===== config.mk =====
export PLATFORM = sky130hd
export DESIGN_NAME = fp_align_stage
export DESIGN_NICKNAME = d
export VERILOG_FILES = /design/src/rtl/fp_align_stage.sv
export SDC_FILE = /design/constraint.sdc
export NUM_CORES = 1
export LEC_CHECK = 0
export BUFFER_PORTS_ARGS = -buffer_cell sky130_fd_sc_hd__buf_4
export CORE_MARGIN = 8
export CORE_UTILIZATION = 41
export CTS_BUF_LIST = sky130_fd_sc_hd__clkbuf_16
export DETAILED_ROUTE_END_ITERATION = 8
export GPL_TIMING_DRIVEN = 0
export PLACE_DENSITY = 0.72
export SLEW_MARGIN = 25
export SYNTH_ARGS = -nofsm -noshare
export SYNTH_HDL_FRONTEND = slang
export SYNTH_HIERARCHICAL = 1
export SYNTH_SLANG_ARGS = --single-unit

===== constraint.sdc =====
create_clock -name clk -period 3.6 [get_ports clk]
set_clock_uncertainty 0.1 [all_clocks]
set_input_delay 0.72 -clock clk [delete_from_list [all_inputs] [get_ports clk]]
set_output_delay 0.72 -clock clk [all_outputs]
set_load 0.01 [all_outputs]

===== src/rtl/fp_align_stage.sv =====
// fp_align_stage: two-stage FP32 operand alignment (select big operand, shift small mantissa, G/R/S).
// Optional feature macro: FP_ALIGN_STICKY_EN (sticky OR-reduce; undefined => sticky tied 0, truncate).
`default_nettype none

module clamp8 (
  input  logic [7:0] diff_i,
  output logic [4:0] shamt_o,
  output logic       ge24_o
);
  assign ge24_o  = (diff_i >= 8'd24);
  assign shamt_o = ge24_o ? 5'd24 : diff_i[4:0];
endmodule

module fp_align_stage (
  input  logic        clk,
  input  logic        rst_n,
  input  logic        in_valid,
  output logic        in_ready,
  input  logic [7:0]  exp_a,
  input  logic [7:0]  exp_b,
  input  logic [23:0] man_a,
  input  logic [23:0] man_b,
  output logic        out_valid,
  input  logic        out_ready,
  output logic [7:0]  exp_big,
  output logic [23:0] man_big,
  output logic [23:0] man_small_al,
  output logic        guard,
  output logic        round,
  output logic        sticky,
  output logic        swapped,
  output logic        shift_ge24
);

  logic        s1_valid_q;
  logic        s2_valid_q;
  logic        s2_load;
  logic        s1_load;

  assign s2_load  = !s2_valid_q || out_ready;
  assign in_ready = !s1_valid_q || s2_load;
  assign s1_load  = in_valid && in_ready;

  // ---------------- Stage 1: operand select and shift-amount decode
  logic        a_big;
  logic [7:0]  big_exp_d;
  logic [7:0]  small_exp_d;
  logic [23:0] big_man_d;
  logic [23:0] small_man_d;
  logic [7:0]  diff_d;
  logic [7:0]  diff_m24_d;
  logic [4:0]  shamt_d;
  logic        ge24_d;
  logic [1:0]  excess_d;

  assign a_big       = (exp_a >= exp_b);
  assign big_exp_d   = a_big ? exp_a : exp_b;
  assign small_exp_d = a_big ? exp_b : exp_a;
  assign big_man_d   = a_big ? man_a : man_b;
  assign small_man_d = a_big ? man_b : man_a;
  assign diff_d      = big_exp_d - small_exp_d;

  clamp8 u_clamp8 (
    .diff_i  (diff_d),
    .shamt_o (shamt_d),
    .ge24_o  (ge24_d)
  );

  // Extra shift beyond 24 so G/R/S still see bits for diff 25..27+.
  assign diff_m24_d = diff_d - 8'd24;
  assign excess_d   = !ge24_d             ? 2'd0 :
                      (diff_m24_d > 8'd3) ? 2'd3 : diff_m24_d[1:0];

  logic [7:0]  s1_exp_q;
  logic [23:0] s1_man_big_q;
  logic [23:0] s1_man_small_q;
  logic [4:0]  s1_shamt_q;
  logic [1:0]  s1_excess_q;
  logic        s1_swapped_q;
  logic        s1_ge24_q;

  always_ff @(posedge clk or negedge rst_n) begin
    if (!rst_n) begin
      s1_valid_q <= 1'b0;
      s2_valid_q <= 1'b0;
    end else begin
      if (in_ready) s1_valid_q <= in_valid;
      if (s2_load)  s2_valid_q <= s1_valid_q;
    end
  end

  always_ff @(posedge clk or negedge rst_n) begin
    if (!rst_n) begin
      s1_exp_q       <= 8'd0;
      s1_man_big_q   <= 24'd0;
      s1_man_small_q <= 24'd0;
      s1_shamt_q     <= 5'd0;
      s1_excess_q    <= 2'd0;
      s1_swapped_q   <= 1'b0;
      s1_ge24_q      <= 1'b0;
    end else if (s1_load) begin
      s1_exp_q       <= big_exp_d;
      s1_man_big_q   <= big_man_d;
      s1_man_small_q <= small_man_d;
      s1_shamt_q     <= shamt_d;
      s1_excess_q    <= excess_d;
      s1_swapped_q   <= !a_big;
      s1_ge24_q      <= ge24_d;
    end
  end

  // ---------------- Stage 2: alignment shift (effective shift = min(diff, 27))
  logic [4:0]  eff_sh;
  logic [23:0] al_d;
  logic        g_d;
  logic        r_d;
  logic        s2_capture;

  assign eff_sh     = s1_shamt_q + {3'b000, s1_excess_q};
  assign s2_capture = s2_load && s1_valid_q;

`ifdef FP_ALIGN_STICKY_EN
  logic [26:0] vec27;
  logic [26:0] shifted27;
  logic [26:0] lost_mask;
  logic        s_d;
  logic        s2_sticky_q;

  assign vec27     = {s1_man_small_q, 3'b000};
  assign shifted27 = vec27 >> eff_sh;
  assign lost_mask = ~({27{1'b1}} << eff_sh);
  assign al_d      = shifted27[26:3];
  assign g_d       = shifted27[2];
  assign r_d       = shifted27[1];
  assign s_d       = shifted27[0] | (|(vec27 & lost_mask));

  always_ff @(posedge clk or negedge rst_n) begin
    if (!rst_n)          s2_sticky_q <= 1'b0;
    else if (s2_capture) s2_sticky_q <= s_d;
  end

  assign sticky = s2_sticky_q;
`else
  // Bit 0 of the 27-bit result only feeds sticky, so a 26-bit shift suffices.
  logic [25:0] vec26;
  logic [25:0] shifted26;

  assign vec26     = {s1_man_small_q, 2'b00};
  assign shifted26 = vec26 >> eff_sh;
  assign al_d      = shifted26[25:2];
  assign g_d       = shifted26[1];
  assign r_d       = shifted26[0];
  assign sticky    = 1'b0;
`endif

  logic [7:0]  s2_exp_q;
  logic [23:0] s2_man_big_q;
  logic [23:0] s2_al_q;
  logic        s2_g_q;
  logic        s2_r_q;
  logic        s2_swapped_q;
  logic        s2_ge24_q;

  always_ff @(posedge clk or negedge rst_n) begin
    if (!rst_n) begin
      s2_exp_q     <= 8'd0;
      s2_man_big_q <= 24'd0;
      s2_al_q      <= 24'd0;
      s2_g_q       <= 1'b0;
      s2_r_q       <= 1'b0;
      s2_swapped_q <= 1'b0;
      s2_ge24_q    <= 1'b0;
    end else if (s2_capture) begin
      s2_exp_q     <= s1_exp_q;
      s2_man_big_q <= s1_man_big_q;
      s2_al_q      <= al_d;
      s2_g_q       <= g_d;
      s2_r_q       <= r_d;
      s2_swapped_q <= s1_swapped_q;
      s2_ge24_q    <= s1_ge24_q;
    end
  end

  assign out_valid    = s2_valid_q;
  assign exp_big      = s2_exp_q;
  assign man_big      = s2_man_big_q;
  assign man_small_al = s2_al_q;
  assign guard        = s2_g_q;
  assign round        = s2_r_q;
  assign swapped      = s2_swapped_q;
  assign shift_ge24   = s2_ge24_q;

endmodule

`default_nettype wire


# Word-level counts from Yosys, hierarchy flattened
# Index checks and enable logic that the tools add are counted.
# W data, S select, Z words.
# word_totals
ff_bits	127
out_inout_bits	63
wordCells	37
in_bits	68
# op_classes
shifts	1
n_reduce_logical	7
n_addsub	3
mux	7
n_lt_le_gt_ge	3
# op_table
operator	n
$mux W24	2
$shr A26 B5 Y26	1
$mux W8	2
$ge A8 B5 Y1 const B	1
$ge A8 B8 Y1	1
$gt A8 B2 Y1 const B	1
$sub A8 B5 Y8 const B	1
$sub A8 B8 Y8	1
$add A5 B2 Y5	1
$mux W5	1
$mux W2	2
$logic_not A1 Y1	3
$logic_and A1 B1 Y1	2
$logic_or A1 B1 Y1	2

# Logic depth before layout (Yosys ltp)
# logic_depth
depth_word	7
mapped_depth	22

# By module
# Netlist, hierarchy kept.
# by_module_without_submodules
module	n_inst	area_per_inst_um2	cells_per_inst	seq_area_each_um2
fp_align_stage	1	6979.2	760	3178.0
clamp8	1	55.1	8	0.0

# Worst setup path after synthesis
# No wires, ideal clock.
# synth_path
path_kind	input-to-reg
startpoint	input exp_a[0]
endpoint	register s1_excess_q[0]
path_stages	21
arrival_ns	4.101
setup_time_ns	0.144
path_slack_ns	-0.746
cell_sequence	inv_1 > ha_1 > nand2b_4 > a2111oi_4 > o21ai_2 > clkbuf_1 > clkbuf_1 > nor2_1 > a21oi_1 > ha_1 > nand2_1 > o311a_1 > a21boi_1 > o21a_1 > o211ai_1 > inv_1 > nor3_4 > nand2_1 > and3_1 > a21oi_1 > a41oi_1
# synth_between
elab_cells_between_ends	9
# synth_lines
element	line_no	source
start: declaration	19	input logic [7:0] exp_a,
$ge A8 B8 Y1	56	assign a_big = (exp_a >= exp_b);
$mux W8, on equally long branches	57, 58	
$sub A8 B8 Y8 *	61	assign diff_d = big_exp_d - small_exp_d;
net diff_d[6]	50	logic [7:0] diff_d;
$ge A8 B5 Y1 *	10	assign ge24_o = (diff_i >= 8'd24);
net ge24_d	53	logic ge24_d;
$mux W2 *	71	assign excess_d = !ge24_d ? 2'd0 :
end signal: assignment	106	s1_excess_q <= excess_d;
end: declaration	78	logic [1:0] s1_excess_q;
# The timed path passes the listed nets; every way through them passes the cells marked *.
# A chain may end at the register's enable or synchronous reset.

# Final worst setup path
# layout_path
startpoint	input exp_b[7]
endpoint	register s1_excess_q[0]
# layout_between
elab_cells_between_ends	9
# layout_lines
element	line_no	source
start: declaration	20	input logic [7:0] exp_b,
$ge A8 B8 Y1 *	56	
$mux W8, on equally long branches	57, 58	
$sub A8 B8 Y8 *	61	
net diff_d[5]	50	
$ge A8 B5 Y1 *	10	
net ge24_d	53	
$mux W2 *	71	
# Marked as above.

==> metrics.txt <==
DP HPWL=15400 um; post-route DRC violation count=0; Ys Warns=6; sequential area share after synthesis=between 40 and 50%; Synth Flop Type=dfrtp_1; die width=147 um; leak pwr=between 4 and 5 nW; Worst Path Max Fanout=6; Wirelength per Cell=about 18 um; Total Wirelength=between 20000 and 25000 um; FF-to-FF path depth=10; Post-Syn Instances=about 770; failing checks=setup timing; IO Port Bufs=approximately 130; RSZ-0062 raised after global routing=true; Sink Count=between 100 and 150; share of layout cells above drive strength 1=a little under a third; top cells by area, synth=dfrtp_1 45%, nand2_1 9.9%, mux2_2 6.6%; gr usage total=between 10% and 20%; worst slew pin tran=around 800 ps; antenna violations before repair=0; Setup CP Type=in2reg; Final Total Pwr=5.90 mW; pre-CTS WS=-1080 ps; Post-Syn Area=0.00703 mm2; Worst Setup EP=s1_excess_q[0]; drt first pass iters=5; Min-Delay Path Class=in2async; GRT overflow=0; vias in the first global route=around 6300; area leader, netlist=dfrtp_1; Final WS setup=-83.0 ps; Vias/cell=between 5 and 6; Distinct cells, synth=56; clk buf depth=2; area delta synth->final=34.4%; Vias=roughly 6500; DIE AREA=about 0.022 mm2; Worst Setup End Kind=flip-flop; slack of the worst reg-to-reg path=~300 ps; fin util=between 50% and 60%; status=finished with violations; register bit total from synthesis=127; Post-DRT Antenna Nets=0; Final setup viols=3; GP Congestion=a little under 0.9; crit share post-route=102%; # nets final=between 1000 and 1500; Mapped Nets=approximately 850; final count of pins violating max slew=0; TritonCTS buffer count=17; H-tree depth=4; CP Data Arrival Time=about 3900 ps; crit path launch type=input port; Worst IR Drop VDD=406 uV; Critical R2R Capture=man_small_al[8]; Synth top area share=~45%; CTS root buf=clkbuf_16; Max Fclk=roughly 270 MHz; most common cell in the netlist=nand2_1; total of max-cap violations=0; Avg Inst Size Synth=about 9.2 um2; row cnt=48; largest net degree at the start of global routing=83; worst skew pair latency=roughly 430 ps; first-pass GRT wire length=33300 um; Synth async-reset ratio=100%; 1st-iter DRT viols=around 380; worst setup path startpoint=exp_b[7]; ant diodes=0; clock-pin slew on the worst setup and hold paths=60 ps; Req. time, crit path=between 3000 and 4000 ps; top cells by count, synth=186 x nand2_1, 127 x dfrtp_1, 75 x nor2_1; # hold bufs at CTS=0; CORE AREA=~0.017 mm2; # IOs=about 130; Die H=between 100 and 150 um; Worst slew margin=between 40 and 50%; Final Hold Viols=0; Initial Util=41.2%; min cycle time layout=between 3000 and 4000 ps; Post-synth EDFFs=0; CTS tree=built; FF-to-FF Start=s1_excess_q[0]; pwr/cell area=624 mW/mm2
where the power goes:
| part | internal [mW] | total, mW | leakage [nW] | switching (mW) |
|---|---|---|---|---|
| Clock | 1.01 | 1.67 | 0.280 | 0.654 |
| Combinational | 1.04 | 2.24 | 2.45 | 1.20 |
| Sequential | 1.77 | 2.00 | 1.49 | 0.233 |
layout by cell type, fill, tap and decap left out, drive strengths merged, types with 2 or more instances in the layout:
cell type  synthesis  final
o2111ai            4      4
clkbuf            42     56
nand3b             2      2
nand3             10     10
bufinv             0      2
a21oi             22     22
nor3              10     10
o211ai            15     15
a32oi              2      2
mux2i             17     17
and2               4      4
and3               5      5
ha                11     11
a41oi              3      3
clkinv             1      7
a211oi             8      8
nand2b             8      8
xor2               4      4
or3                4      4
nor2              75     75
nand2            186    186
a21o               4      4
a31oi             59     59
a2111oi            2      2
dfrtp            127    127
mux2              41     41
o311a              2      2
clkinvlp           0      3
o21a               4      4
inv               14     18
a22o              14     14
xnor2              3      3
o21ai             27     27
mux4              10     10
nor4               2      2
nor2b              7      7
buf                9    176
state kept, by name, summed over array words and instances, names as in the netlist, 2 cells and up:
register,flops
man_small_al,24
s1_man_small_q,24
s1_man_big_q,24
s1_excess_q,2
exp_big,8
s1_exp_q,8
s1_shamt_q,5
man_big,24
worst min path at each step:
stage	from	to	slack (ps)	depth (start not counted)
6_report	rst_n	man_small_al[16]	90	1
3_3_place_gp	s1_ge24_q	s1_ge24_q	360	1
2_1_floorplan	rst_n	exp_big[0]	320	0
3_5_place_dp	s1_ge24_q	s1_ge24_q	360	1
5_1_grt	rst_n	man_small_al[20]	110	1
4_1_cts	rst_n	man_small_al[20]	90	1
per-stage QoR:
step	instances	hold slack, ps	TNS, ps	cell area (um2)
floorplan	768	324	-2320	7110
global placement	1122	361	-7450	8360
detailed placement	1123	364	-7800	8400
CTS	1177	90.3	0	9270
global route	1189	110	-971	9460
finish	1189	89.5	-199	9460
routing by layer:
layer,vias up,track usage (%),share of wire (%)
li1,3083,-,-
met1,3062,24.4,44
met2,267,29.5,45
met3,46,6.09,7.7
met4,0,9.03,2.9
met5,-,0,0
repair_timing:
| item | in CTS | in global routing |
|---|---|---|
| gates resized for setup | 30 | 22 |
| endpoints found under the setup margin | 9 | 8 |
| pin swaps | 13 | 18 |
| setup buffers | 23 | 13 |
cell families after synthesis:
family	share of synthesized area, %
buffers and inverters	3.72
XOR/XNOR	0.872
AO/OA/AOI/OAI	16.8
adder cells (fa/ha/maj)	2.24
AND/OR/NAND/NOR	18.9
other	0.0533
multiplexers	12.2
flip-flops	45.2
critical path: stages:
cell	delay (ps)
buf_4	100
inv_1	60
ha_4	280
and4_4	250
o21ai_4	80
buf_4	150
o21ai_4	220
buf_4	150
buf_4	150
mux2_2	380
a211oi_4	280
o21ai_1	200
and2_1	210
nor3_4	190
nand2_1	80
and3_4	190
a21oi_2	110
a41oi_1	50
final cells by class:
type	count	area [um2]
inverter	15	73.8
timing repair buffer	166	1320
multi-input combinational	575	3790
clock buffer	17	425
sequential	127	3180
buffer	49	240
clock inverter	15	148
tap	225	282
fill	1526	7600
Power figures use the tool's default switching activity.
